[config.mk]
export PLATFORM = sky130hd
export DESIGN_NAME = mem_a_read_requester
export DESIGN_NICKNAME = d
export VERILOG_FILES = /design/src/rtl/mem_a_read_requester.sv
export SDC_FILE = /design/constraint.sdc
export NUM_CORES = 1
export LEC_CHECK = 0
export ABC_AREA = 1
export BUFFER_PORTS_ARGS = -buffer_cell sky130_fd_sc_hd__buf_2
export CAP_MARGIN = 20
export CORE_MARGIN = 1
export CORE_UTILIZATION = 35
export CTS_CLUSTER_SIZE = 10
export DETAILED_ROUTE_END_ITERATION = 10
export GPL_ROUTABILITY_DRIVEN = 1
export PLACE_DENSITY = 0.6
export SYNTH_ARGS = -nofsm -noshare
export SYNTH_HDL_FRONTEND = slang
export SYNTH_SLANG_ARGS = --single-unit
[constraint.sdc]
create_clock -name clk -period 15.4 [get_ports clk]
set_input_delay 0.77 -clock clk [delete_from_list [all_inputs] [get_ports clk]]
set_output_delay 0.77 -clock clk [all_outputs]
set_load 0.02 [all_outputs]
[src/rtl/mem_a_read_requester.sv]
`default_nettype none
// ============================================================================
// Module      : mem_a_read_requester
// Description : Pops A-operand addresses, issues one line read per address and
//               forwards the returned lines, in order, to the A data FIFO.
// Revision    : 1.0 - initial release
// ============================================================================
module mem_a_read_requester #(
    parameter int BUS_WIDTH_BYTES = 32,
    parameter int ADDR_WIDTH      = 16,
    parameter int MAX_OUTSTANDING = 4
) (
    input  logic                         clk,
    input  logic                         reset,
    input  logic [ADDR_WIDTH-1:0]        a_fifo_addr,
    input  logic                         a_fifo_empty,
    output logic                         a_fifo_pop,
    output logic                         mem_req,
    output logic [ADDR_WIDTH-1:0]        mem_addr,
    input  logic                         mem_gnt,
    input  logic                         mem_rvalid,
    input  logic [BUS_WIDTH_BYTES*8-1:0] mem_rdata,
    output logic [BUS_WIDTH_BYTES*8-1:0] data_out,
    output logic                         data_push,
    input  logic                         data_full,
    output logic                         busy,
    output logic                         err_unexpected
);

    localparam int c_DATA_W = BUS_WIDTH_BYTES * 8;
    localparam int c_CNT_W  = $clog2(MAX_OUTSTANDING + 1);
    localparam int c_PTR_W  = (MAX_OUTSTANDING > 1) ? $clog2(MAX_OUTSTANDING) : 1;

    localparam logic [c_CNT_W-1:0] c_MAX_CNT  = c_CNT_W'(MAX_OUTSTANDING);
    localparam logic [c_CNT_W-1:0] c_CNT_ONE  = c_CNT_W'(1);
    localparam logic [c_PTR_W-1:0] c_PTR_LAST = c_PTR_W'(MAX_OUTSTANDING - 1);
    localparam logic [c_PTR_W-1:0] c_PTR_ONE  = c_PTR_W'(1);

    typedef enum logic [1:0] {
        ST_IDLE = 2'd0,
        ST_LOAD = 2'd1,
        ST_REQ  = 2'd2
    } state_t;

    state_t                r_state;
    state_t                w_state_nxt;
    logic                  w_pop;
    logic                  w_req;

    logic [ADDR_WIDTH-1:0] r_mem_addr;
    logic [c_CNT_W-1:0]    r_reserved;
    logic [c_CNT_W-1:0]    r_granted;
    logic [c_CNT_W-1:0]    r_count;
    logic [c_PTR_W-1:0]    r_wptr;
    logic [c_PTR_W-1:0]    r_rptr;
    logic [c_DATA_W-1:0]   r_buf [MAX_OUTSTANDING];
    logic                  r_err;

    logic                  w_buf_empty;
    logic                  w_buf_full;
    logic                  w_push;
    logic                  w_rv_ok;
    logic                  w_rv_err;
    logic                  w_gr_inc;
    logic                  w_gr_dec;

    function automatic logic [c_PTR_W-1:0] f_ptr_inc(input logic [c_PTR_W-1:0] p);
        return (p == c_PTR_LAST) ? '0 : p + c_PTR_ONE;
    endfunction

    // ------------------------------------------------------------------
    // Request FSM: one pop, one settle cycle for the FIFO head, one request
    // ------------------------------------------------------------------
    always_ff @(posedge clk) begin
        if (reset) begin
            r_state <= ST_IDLE;
        end else begin
            r_state <= w_state_nxt;
        end
    end

    always_comb begin
        w_state_nxt = r_state;
        w_pop       = 1'b0;
        w_req       = 1'b0;
        case (r_state)
            ST_IDLE: begin
                if (!a_fifo_empty && (r_reserved < c_MAX_CNT)) begin
                    w_pop       = 1'b1;
                    w_state_nxt = ST_LOAD;
                end
            end
            ST_LOAD: begin
                w_state_nxt = ST_REQ;
            end
            ST_REQ: begin
                w_req = 1'b1;
                if (mem_gnt) begin
                    w_state_nxt = ST_IDLE;
                end
            end
            default: begin
                w_state_nxt = ST_IDLE;
            end
        endcase
    end

    always_ff @(posedge clk) begin
        if (reset) begin
            r_mem_addr <= '0;
        end else if (w_pop) begin
            r_mem_addr <= a_fifo_addr;
        end
    end

    // ------------------------------------------------------------------
    // Response acceptance and output strobes
    // ------------------------------------------------------------------
    assign w_buf_empty = (r_count == '0);
    assign w_buf_full  = (r_count == c_MAX_CNT);
    assign w_push      = !w_buf_empty && !data_full;
    // A response is only kept if a granted read is owed and there is room.
    assign w_rv_ok     = mem_rvalid && (r_granted != '0) && !w_buf_full;
    assign w_rv_err    = mem_rvalid && !w_rv_ok;
    assign w_gr_inc    = w_req && mem_gnt;
    assign w_gr_dec    = mem_rvalid && (r_granted != '0);

    // ------------------------------------------------------------------
    // Credit counters
    // ------------------------------------------------------------------
    always_ff @(posedge clk) begin
        if (reset) begin
            r_reserved <= '0;
            r_granted  <= '0;
            r_count    <= '0;
            r_wptr     <= '0;
            r_rptr     <= '0;
            r_err      <= 1'b0;
        end else begin
            case ({w_pop, w_push})
                2'b10:   r_reserved <= r_reserved + c_CNT_ONE;
                2'b01:   r_reserved <= r_reserved - c_CNT_ONE;
                default: r_reserved <= r_reserved;
            endcase

            case ({w_gr_inc, w_gr_dec})
                2'b10:   r_granted <= r_granted + c_CNT_ONE;
                2'b01:   r_granted <= r_granted - c_CNT_ONE;
                default: r_granted <= r_granted;
            endcase

            case ({w_rv_ok, w_push})
                2'b10:   r_count <= r_count + c_CNT_ONE;
                2'b01:   r_count <= r_count - c_CNT_ONE;
                default: r_count <= r_count;
            endcase

            if (w_rv_ok) begin
                r_wptr <= f_ptr_inc(r_wptr);
            end
            if (w_push) begin
                r_rptr <= f_ptr_inc(r_rptr);
            end

            if (w_rv_err) begin
                r_err <= 1'b1;
            end
        end
    end

    // Line storage carries no reset; occupancy is tracked by r_count alone.
    always_ff @(posedge clk) begin
        if (w_rv_ok) begin
            r_buf[r_wptr] <= mem_rdata;
        end
    end

    assign a_fifo_pop     = w_pop;
    assign mem_req        = w_req;
    assign mem_addr       = r_mem_addr;
    assign data_out       = r_buf[r_rptr];
    assign data_push      = w_push;
    assign busy           = (r_state != ST_IDLE) || (r_reserved != '0) || !w_buf_empty;
    assign err_unexpected = r_err;

endmodule
`default_nettype wire
==> impl_metrics.json, run 1 <==
{
  "status": "complete, no violations",
  "synth_common_cells": "edfxtp_1 (1,024), nor2_1 (571), o21ai_0 (528)",
  "relSlewSlack": 0.204,
  "synth_compound_area_frac": 0.111,
  "cts_made_buffers": 118,
  "yosysMostFrequentCell": "edfxtp_1",
  "critical_path.max_stage_delay_ns": 0.76,
  "nNetsFinal": 3492,
  "die_area_sq_um": 113000,
  "final_core_util": 0.420,
  "synth_top_family_by_area": "compound AO/OA/AOI/OAI gates",
  "post_cts_resized": 0,
  "vias_per_cell": 4.95,
  "synthAdderAreaFrac": 0.00409,
  "synthMuxAreaShare": 0,
  "die_y_microns": 337,
  "track_usage": 0.154,
  "met2_usage": 0.256,
  "cp_top_family": "buffers and inverters",
  "coreArea_sq_um": 111000,
  "yosysWarningCount": 0,
  "cap_violations": 0,
  "holdWs_ns": 0.273,
  "crit_fanout": 200,
  "powerDensity_nw_per_um2": 188,
  "cts_tree": "yes",
  "place_ws_ns": 11.02,
  "clock_latency_ns": 0.70,
  "grt_use_met1": 0.191,
  "port_buffers": 554,
  "dr.pass1.iters": 5,
  "antenna_found_initial": 27,
  "grtUsageMet3": 0.0460,
  "route.detailed.drc": 0,
  "worstSetupPathType": "flip-flop to output pin",
  "crit_top_cell": "buf_4",
  "grt_pass1_wl_microns": 134000,
  "rows": 122,
  "critPathCaptureType": "output pin",
  "io_pins": 555,
  "wirelength_microns": 91500,
  "synthArstFlopShare": 0,
  "ys_seq_elements": 1058,
  "place_hpwl_microns": 51700,
  "cts_root_buf": "clkbuf_16",
  "globalRouteOverflowTotal": 0,
  "synth_xor_area_frac": 0,
  "hold_path_class": "input port to flip-flop",
  "start_kind": "flip-flop",
  "synth_edf_count": 1024,
  "syn_to_final_growth_pct": 18.8,
  "clock_path_buffers": 3,
  "wire_per_inst_microns": 19.3,
  "ys.flop_type": "edfxtp_1",
  "hold_viol": 0,
  "num_vias": 23500,
  "synth.distinct_cells": 24,
  "worst_pin_slew_ns": 1.19,
  "start_util": 0.354,
  "die_x_microns": 337,
  "fmax_ghz": 0.192,
  "place_congestion": 0.752,
  "drt-initial-drc-count": 1610,
  "synthTopCellsByArea": "edfxtp_1 (78%), o21ai_0 (6.7%), nor2_1 (5.5%)",
  "cp_slowest_cell": "buf_4",
  "fin_skew_ns": 0.0227,
  "synthCells": 2676,
  "clk_pin_slew_ns": 0.06,
  "drv_slew": 0,
  "fin_ws_ns": 10.18,
  "grt_max_degree": 201,
  "vdd.ir_drop.worst_mv": 0.135,
  "synth_simple_gate_area_frac": 0.0577,
  "top_usage_layer": "met2",
  "drive_gt1_frac": 0.222,
  "synth.avg_cell_area_sq_um": 14.7,
  "post-cts-setup-buffer-count": 0,
  "synth_top_area_frac": 0.784,
  "period_share": 0.339,
  "h-tree-depth": 3,
  "synth.cell_area_sq_um": 39200,
  "seq_area_frac_synth": 0.802,
  "post-route-min-period_ns": 5.22,
  "final_antenna_net_count": 0,
  "crit_arrival_ns": 4.45,
  "grt_pass1_vias": 22100,
  "crit_buf_inv": 4,
  "holdBufCountCts": 0,
  "cts_sinks": 1058,
  "setup_viol": 0,
  "yosys.area.top_type": "edfxtp_1",
  "crit_chain": "inv_16, buf_4, buf_4, o21ai_0, o22ai_1, buf_2",
  "cp.required_ns": 14.63,
  "leakage_nw": 16.0,
  "rsz0062_at_grt": "false",
  "synthesis.nets": 2965,
  "finalSetupTns_ns": 0
}
==> layout by cell type, fill, tap and decap left out, types with 2 or more instances in the layout <==
cell type and n:
diode_2 10, clkinv_1 5, inv_16 2, nand3_1 3
ha_1 8, dfxtp_1 32, buf_2 554, clkinv_2 2
nand2_1 18, clkinv_8 4, nor2_1 567, dfxtp_4 2
edfxtp_1 1024, a21oi_1 10, fa_1 3, clkbuf_1 31
nor2_4 4, o21ai_1 9, o22ai_1 256, inv_1 28
buf_4 21, o21ai_0 528, or2_2 3, buf_12 5
clkbuf_16 119
==> report_power, final <==
part	switching [mW]	total (mW)	internal, mW	leakage (nW)
logic	1.91	2.63	0.713	4.85
clock network	1.05	2.45	1.40	1.57
registers	0.0990	3.67	3.57	9.53
total	3.06	8.74	5.69	16.0
==> worst paths after layout <==
check                    to  slack [ns]  cells after the start      startpoint
max            data_out[80]       10.18                      6       flip-flop
max reg2reg    r_buf[0][57]       11.41                      7    r_granted[1]
min reg2reg  err_unexpected        0.46                      2  err_unexpected
min          err_unexpected        0.27                      2           reset
==> worst register-to-register path, delay by kind of cell (launching register included) <==
family                 cells  cell delay (ns)
flip-flops                 1             0.33
buffers and inverters      4             2.45
AND/OR/NAND/NOR            3             0.76
==> cell families (layout without fill, tap and decap cells) <==
family	Yosys count	in the layout
other	0	10
adders and majority gates	11	11
DFF	1058	1058
AOI/OAI and AO/OA	804	804
buffers and inverters	205	776
and+or+nand+nor	598	598
==> flip-flops by register name, indices dropped and copies added, names as in the netlist, named ones only <==
signal          flops
r_buf            1024
mem_addr           16
r_count             3
r_granted           3
r_reserved          3
r_rptr              2
r_state             2
r_wptr              2
err_unexpected      1
==> layout make-up <==
type                    instances  area, sq um
clock inverters                14          156
clock buffers                 150         3090
multi-input cells            1413         6800
diodes                         10         25.0
well taps                    1488         1860
fillers                     10100        64300
inverters                      31          140
repair buffers                581         3060
flip-flops and latches       1058        31400
==> layer usage <==
layer	vias to the layer above	routed length, microns
li1	11100	-
met1	11600	37000
met2	597	45100
met3	171	6750
met4	32	2380
met5	-	195
==> stage by stage <==
step	cells	area (sq um)	total power [mW]
after floorplan	2676	39200	5.54
after global placement	4570	43300	6.37
after detailed placement	4570	43300	6.39
after CTS	4734	46500	8.85
after global routing	4743	46600	9.16
final	4745	46600	8.74
No activity file was read; power rests on OpenSTA's default activity.
==> run 2: changes to the inputs <==
==> constraint.sdc (replaced) <==
create_clock -name clk -period 4.8 [get_ports clk]
set_input_delay 0.24 -clock clk [delete_from_list [all_inputs] [get_ports clk]]
set_output_delay 0.24 -clock clk [all_outputs]
set_load 0.02 [all_outputs]
==> run 2 against run 1 <==
  * Hold slack lost 0.080 ns
  * Register-to-register slack worse by 9.0 ns
  * Critical path depth is 1 lower
  * First-iteration DRC count is 5.4% lower
  * Wire length rose by 4.2%
  * Sequential power grew to 3.2 times the previous value
  * Power grew to 3.3 times the previous value
  * Clock skew decreased by 0.0015 ns
  * Clock power rose to 3.2 times the previous value
  * Core utilization up 2.8 points
  * Clock-buffer cell count fell by 1
  * Largest power group unchanged
  * Non-clock buffer count grew 296
==> impl_metrics.json, run 2 (synthesis results as in run 1) <==
{
  "cts_root_buf": "clkbuf_16",
  "powerDensity_nw_per_um2": 572,
  "holdBufCountCts": 277,
  "wirelength_microns": 95300,
  "hold_path_class": "input port to flip-flop",
  "final_cell_count_no_fill": 5032,
  "cp.required_ns": 4.56,
  "route.detailed.drc": 0,
  "grt_max_degree": 200,
  "crit_arrival_ns": 3.09,
  "place_hpwl_microns": 53900,
  "layout_common_cells": "edfxtp_1 (1,024), nor2_1 (566), buf_2 (554), o21ai_0 (528), dlygate4sd3_1 (277)",
  "start_kind": "flip-flop",
  "port_buffers": 554,
  "final_antenna_net_count": 0,
  "fin_ws_ns": 1.47,
  "antenna_found_initial": 9,
  "reg2reg_depth": 6,
  "dp_cells": 4590,
  "post-cts-setup-buffer-count": 0,
  "final_core_util": 0.448,
  "final_area_sq_um": 49700,
  "worst_pin_slew_ns": 1.14,
  "vdd.ir_drop.worst_mv": 0.496,
  "hp-start": "a_fifo_empty",
  "cap_violations": 0,
  "fin_skew_ns": 0.0212,
  "drive_gt1_frac": 0.212,
  "cts_sinks": 1058,
  "mostFrequentLayoutCell": "edfxtp_1",
  "drt-initial-drc-count": 1523,
  "r2r_setup_slack_ns": 2.40,
  "cts_tree": "yes",
  "vias_per_cell": 4.93,
  "wire_per_inst_microns": 18.9,
  "rsz0062_at_grt": "false",
  "dr.pass1.iters": 7,
  "coreArea_sq_um": 111000,
  "finalSetupTns_ns": 0,
  "track_usage": 0.163,
  "crit_fanout": 199,
  "place_ws_ns": 2.31,
  "post_cts_resized": 0,
  "die_x_microns": 337,
  "holdWs_ns": 0.193,
  "clock_latency_ns": 0.70,
  "cts_made_buffers": 117,
  "io_pins": 555,
  "setup_viol": 0,
  "h-tree-depth": 3,
  "num_vias": 24800,
  "grt_pass1_vias": 24600,
  "status": "complete, no violations",
  "die_y_microns": 337,
  "hold_viol": 0,
  "globalRouteOverflowTotal": 0,
  "die_area_sq_um": 113000,
  "grt_pass1_wl_microns": 143000,
  "p_total_mw": 28.4,
  "clk_pin_slew_ns": 0.06,
  "syn_to_final_growth_pct": 26.7,
  "start_util": 0.354,
  "relSlewSlack": 0.238,
  "endpoint": "data_out[129]",
  "r2r_start": "r_count[0]",
  "fmax_ghz": 0.300,
  "rows": 122,
  "critPathCaptureType": "output pin",
  "rr_endpoint": "r_buf[2][232]",
  "worstSetupPathType": "flip-flop to output pin",
  "clock_path_buffers": 3,
  "period_share": 0.694,
  "nNetsFinal": 3787,
  "leakage_nw": 17.3,
  "place_congestion": 0.751,
  "post-route-min-period_ns": 3.33,
  "largest_register_ffs": 1024,
  "drv_slew": 0,
  "placed_area_sq_um": 43700,
  "regMostFlops": "r_buf"
}
## run 2: metal layers
| layer | track usage | vias to the layer above | share of wire |
|---|---|---|---|
| li1 | - | 11700 | - |
| met3 | 0.0443 | 168 | 0.075 |
| met1 | 0.196 | 12200 | 0.41 |
| met4 | 0.0615 | 4 | 0.028 |
| met2 | 0.278 | 765 | 0.49 |
| met5 | 0 | - | 0.00026 |
## run 2: worst min-delay path by stage
stage / end / slack [ns] / cells after the start
2_1_floorplan: err_unexpected / 0.31 / 1
4_1_cts: mem_addr[13] / 0.11 / 5
5_1_grt: mem_addr[1] / 0.22 / 5
3_5_place_dp: r_state[0] / 0.44 / 2
6_report: mem_addr[3] / 0.19 / 5
3_3_place_gp: err_unexpected / 0.43 / 2
## run 2: power by group
part / internal, mW / switching [mW]
combinational: 2.54 / 6.30
clock: 4.50 / 3.35
sequential: 11.4 / 0.288
total: 18.5 / 9.93
## run 2: area by class of cell
cell class | count | area (sq um)
Clock buffer | 149 | 3100
Tap cell | 1488 | 1860
Antenna cell | 8 | 20.0
Inverter | 31 | 140
Clock inverter | 8 | 136
Timing Repair Buffer | 877 | 6150
Multi-Input combinational cell | 1413 | 6830
Fill cell | 9948 | 61100
Sequential cell | 1058 | 31400
## run 2: critical path, stage by stage (launching register included)
cell and delay, ns:
dfxtp_4 0.49, inv_16 0.41, buf_12 0.43, o21ai_0 0.14, o22ai_1 0.22, buf_2 0.22
